===== config.mk =====
export PLATFORM = sky130hd
export DESIGN_NAME = phase_sequencer
export DESIGN_NICKNAME = d
export VERILOG_FILES = /design/src/rtl/phase_sequencer.sv
export SDC_FILE = /design/constraint.sdc
export NUM_CORES = 1
export LEC_CHECK = 0
export BUFFER_PORTS_ARGS = -buffer_cell sky130_fd_sc_hd__buf_4
export CORE_MARGIN = 2
export CORE_UTILIZATION = 47
export DETAILED_ROUTE_END_ITERATION = 12
export GPL_TIMING_DRIVEN = 1
export PLACE_DENSITY = 0.74
export SLEW_MARGIN = 10
export SYNTH_ARGS = -nofsm -noshare
export SYNTH_HDL_FRONTEND = slang
export SYNTH_SLANG_ARGS = --single-unit

===== constraint.sdc =====
create_clock -name clk -period 2 [get_ports clk]
set_input_delay 0.3 -clock clk [delete_from_list [all_inputs] [get_ports clk]]
set_output_delay 0.3 -clock clk [all_outputs]
set_load 0.05 [all_outputs]

===== src/rtl/phase_sequencer.sv =====
// Programmable multi-phase interval sequencer: one mod-N counter whose
// terminal value changes per phase, advanced by an external tick strobe.
module phase_sequencer #(
  parameter int BITS   = 4,
  parameter int PHASES = 4,
  parameter int PW     = 2
) (
  input  logic                     clk,
  input  logic                     reset,
  input  logic                     start,
  input  logic                     stop,
  input  logic                     pause,
  input  logic                     loop,
  input  logic                     tick,
  input  logic [PHASES*BITS-1:0]   final_values,
  output logic [BITS-1:0]          count,
  output logic [PW-1:0]            phase,
  output logic                     busy,
  output logic                     phase_end,
  output logic                     done
);

  localparam logic [1:0] IDLE   = 2'd0;
  localparam logic [1:0] RUN    = 2'd1;
  localparam logic [1:0] PAUSED = 2'd2;

  logic [1:0]      state;
  logic [BITS-1:0] fin [PHASES];
  logic [BITS-1:0] cur_final;
  logic            last_phase;

  assign cur_final  = fin[phase];
  assign last_phase = (phase == PW'(PHASES - 1));

  always_ff @(posedge clk) begin
    if (reset) begin
      state     <= IDLE;
      count     <= '0;
      phase     <= '0;
      busy      <= 1'b0;
      phase_end <= 1'b0;
      done      <= 1'b0;
      for (int i = 0; i < PHASES; i++) fin[i] <= '0;
    end else begin
      phase_end <= 1'b0;
      done      <= 1'b0;
      case (state)
        IDLE: begin
          count <= '0;
          phase <= '0;
          // Terminal values are captured once so later bus changes cannot
          // disturb a running sequence.
          if (start && !stop) begin
            for (int i = 0; i < PHASES; i++)
              fin[i] <= final_values[i*BITS +: BITS];
            state <= RUN;
            busy  <= 1'b1;
          end
        end
        RUN: begin
          if (stop) begin
            state <= IDLE;
            busy  <= 1'b0;
            count <= '0;
            phase <= '0;
          end else if (pause) begin
            state <= PAUSED;
          end else if (tick) begin
            if (count != cur_final) begin
              count <= count + BITS'(1);
            end else begin
              count     <= '0;
              phase_end <= 1'b1;
              if (!last_phase) begin
                phase <= phase + PW'(1);
              end else begin
                phase <= '0;
                if (!loop) begin
                  state <= IDLE;
                  busy  <= 1'b0;
                  done  <= 1'b1;
                end
              end
            end
          end
        end
        PAUSED: begin
          // A tick on the edge where pause falls is deliberately dropped.
          if (stop) begin
            state <= IDLE;
            busy  <= 1'b0;
            count <= '0;
            phase <= '0;
          end else if (!pause) begin
            state <= RUN;
          end
        end
        default: begin
          state <= IDLE;
          busy  <= 1'b0;
          count <= '0;
          phase <= '0;
        end
      endcase
    end
  end

endmodule


==> impl_metrics.json <==
{
  "grt_pass1_vias": 986,
  "busiest_layer": "met2",
  "gr-total-overflow": 0,
  "endpoint_kind": "flop",
  "coreArea_um2": 2780,
  "antenna_found_initial": 0,
  "layout_commonest_cell": "buf_4",
  "gp_congestion": 0.700,
  "drtIter0Drc": 84,
  "cp_max_fo": 4,
  "p_leak_nw": 0.684,
  "dr.pass1.iters": 4,
  "syn-num-nets": 145,
  "hold_viol": 0,
  "globalRouteMet2Util": 0.292,
  "status": "complete, no violations",
  "pin_count": 32,
  "synthArstFlopShare": 0,
  "num_vias": 1051,
  "htree_num_levels": 2,
  "finalSetupViolations": 0,
  "final_cell_mix": "buf_4, and2_1, edfxtp_1",
  "rows": 19,
  "p_seq_frac": 0.525,
  "finClkSkew_ns": 0.00963,
  "utilization": 0.637,
  "synth_top_flop_cell": "edfxtp_1",
  "cts_root_buffer": "clkbuf_4",
  "place_inst": 180,
  "use_met1": 0.230,
  "diodes": 0,
  "setup.worst_path.class": "reg2reg",
  "slowest_stage": "mux4_2",
  "met3_usage": 0.0703,
  "initial_core_util": 0.502,
  "power_frac_comb": 0.107,
  "vdd_drop_max_mv": 0.566,
  "p_clk_frac": 0.368,
  "postCtsSetupRepairBufs": 0,
  "synth_top_cell_area_share": 0.344,
  "synth_area_leaders": "edfxtp_1, dfxtp_1, mux4_1",
  "critPathBufInv": 0,
  "p_sw_frac": 0.225,
  "path_delay_family": "simple AND/OR/NAND/NOR gates",
  "clock_path_buffers": 2,
  "synthDistinctLibCells": 30,
  "pre_cts_slack_ns": 0.00933,
  "syn2layout_area_growth_pct": 26.7,
  "cp.arrival_ns": 2.21,
  "ys_warn_count": 0,
  "totalWireLength_um": 2790,
  "tightest_slew_ns": 0.740,
  "setup_ws_ns": 0.0572,
  "route.antenna.remaining_nets": 0,
  "cp_data_required_time_ns": 2.27,
  "die_w_um": 58.5,
  "power.total_mw": 1.27,
  "drcViolationCount": 0,
  "worstPathCellList": "mux4_2, xnor2_2, nand4_2, or4_1, a21oi_1",
  "grt_pass1_wl_um": 4570,
  "port_buffers": 31,
  "dp_hpwl_um": 1950,
  "cap_violations": 0,
  "fmax_mhz": 515,
  "finalMaxSlewViolations": 0,
  "switchingPower_mw": 0.286,
  "synthCells": 120,
  "clock-sinks": 29,
  "track_usage": 0.184,
  "fillers": 224,
  "whs_ns": 0.215,
  "grt_start_max_net_pins": 17,
  "min_period_ns": 1.94,
  "viasPerCell": 5.59,
  "yosysTopAreaCell": "edfxtp_1",
  "start_kind": "flop",
  "p_per_area_nw_per_um2": 719,
  "drive_gt1_frac": 0.331,
  "wire_per_inst_um": 14.9,
  "die_area_um2": 3430,
  "synth_edf_count": 16,
  "seq_area_frac_synth": 0.530,
  "clk_latency_ns": 0.33,
  "hp-class": "in2reg",
  "layoutNonFillerInstCount": 188,
  "max_stage_delay_ns": 0.54,
  "dieHeight_um": 58.5,
  "final_nets": 181,
  "cts.clk_slew.worst_paths_ns": 0.10,
  "slew_headroom": 0.505,
  "ys_ff_latch": 29,
  "synth.avg_cell_area_um2": 11.6,
  "syn_area_um2": 1400,
  "post-route-period-util": 0.971,
  "rsz0062_at_grt": "true",
  "cts_tree": "built",
  "cts_buffers": 5,
  "intPower_mw": 0.987
}
[power by group through the flow]
stage	Sequential [mW]	Combinational, mW	Clock (mW)
after floorplan	0.686	0.0646	0
after global placement	0.681	0.125	0
after detailed placement	0.682	0.129	0
after CTS	0.667	0.131	0.478
after global routing	0.671	0.150	0.506
final	0.668	0.136	0.469
[layout make-up]
cell class	instances	area (um^2)	share of cell area
sequential	29	744	0.420
multi-input combinational	85	649	0.367
timing repair buffer	34	259	0.146
clock buffer	6	41.3	0.0233
tap	31	38.8	0.0219
clock inverter	2	33.8	0.0191
inverter	1	3.75	0.00212
[kinds of logic (layout without fill, tap and decap cells)]
group / Yosys count / in the layout / synth area share
and+or+nand+nor: 58 / 58 / 0.250
DFF: 29 / 29 / 0.530
AOI/OAI and AO/OA: 15 / 15 / 0.0716
buffers and inverters: 6 / 43 / 0.0161
muxes: 5 / 5 / 0.0824
xor gates and xnor gates: 4 / 4 / 0.0251
adders and majority gates: 3 / 3 / 0.0251
[timing repair]
| action | CTS | global route |
|---|---|---|
| gates resized for setup | 2 | 8 |
| hold buffers | 0 | 0 |
| gates cloned | 0 | 0 |
| setup endpoints to repair | 1 | 3 |
| pin swaps | 0 | 2 |
[registers in the layout, indices dropped and copies added (netlist names), named ones only]
register,cells
busy,1
count,4
done,1
fin,16
phase,2
phase_end,1
state,2
[worst min-delay path, stage by stage]
cell and delay (ns):
buf_4 0.12, nand2_1 0.05, a21oi_1 0.03
[cell usage after synthesis (all sizes together) (2+ instances only)]
master  number
nand4        5
dfxtp       13
o211ai       4
nand2b       4
nand3        2
nand4b       5
nand2        7
mux4         4
nor3         2
a31oi        2
clkbuf       5
edfxtp      16
and2        16
nand3b       2
ha           2
nor2         8
a21oi        5
nor2b        4
xnor2        4
[final timing paths]
kind	from	end	slack [ns]	cells after the start
setup / recovery	flop	busy	0.06	5
hold reg to reg	busy	busy	0.54	2
hold / removal	pause	state[1]	0.21	3
setup reg to reg	flop	busy	0.06	5
[routing by layer]
metal / part of all wire / vias to the layer above
met3: 0.070 / 4
met1: 0.42 / 486
li1: - / 518
met2: 0.50 / 43
met4: 0.010 / 0
met5: 0 / -
[metrics by stage]
stage | setup TNS (ns) | cell area [um^2]
3_5_place_dp | 0 | 1670
3_3_place_gp | 0 | 1670
4_1_cts | 0 | 1760
6_report | 0 | 1770
5_1_grt | -0.0391 | 1770
2_1_floorplan | 0 | 1400
Note: power is estimated with default switching activity, not from simulation.
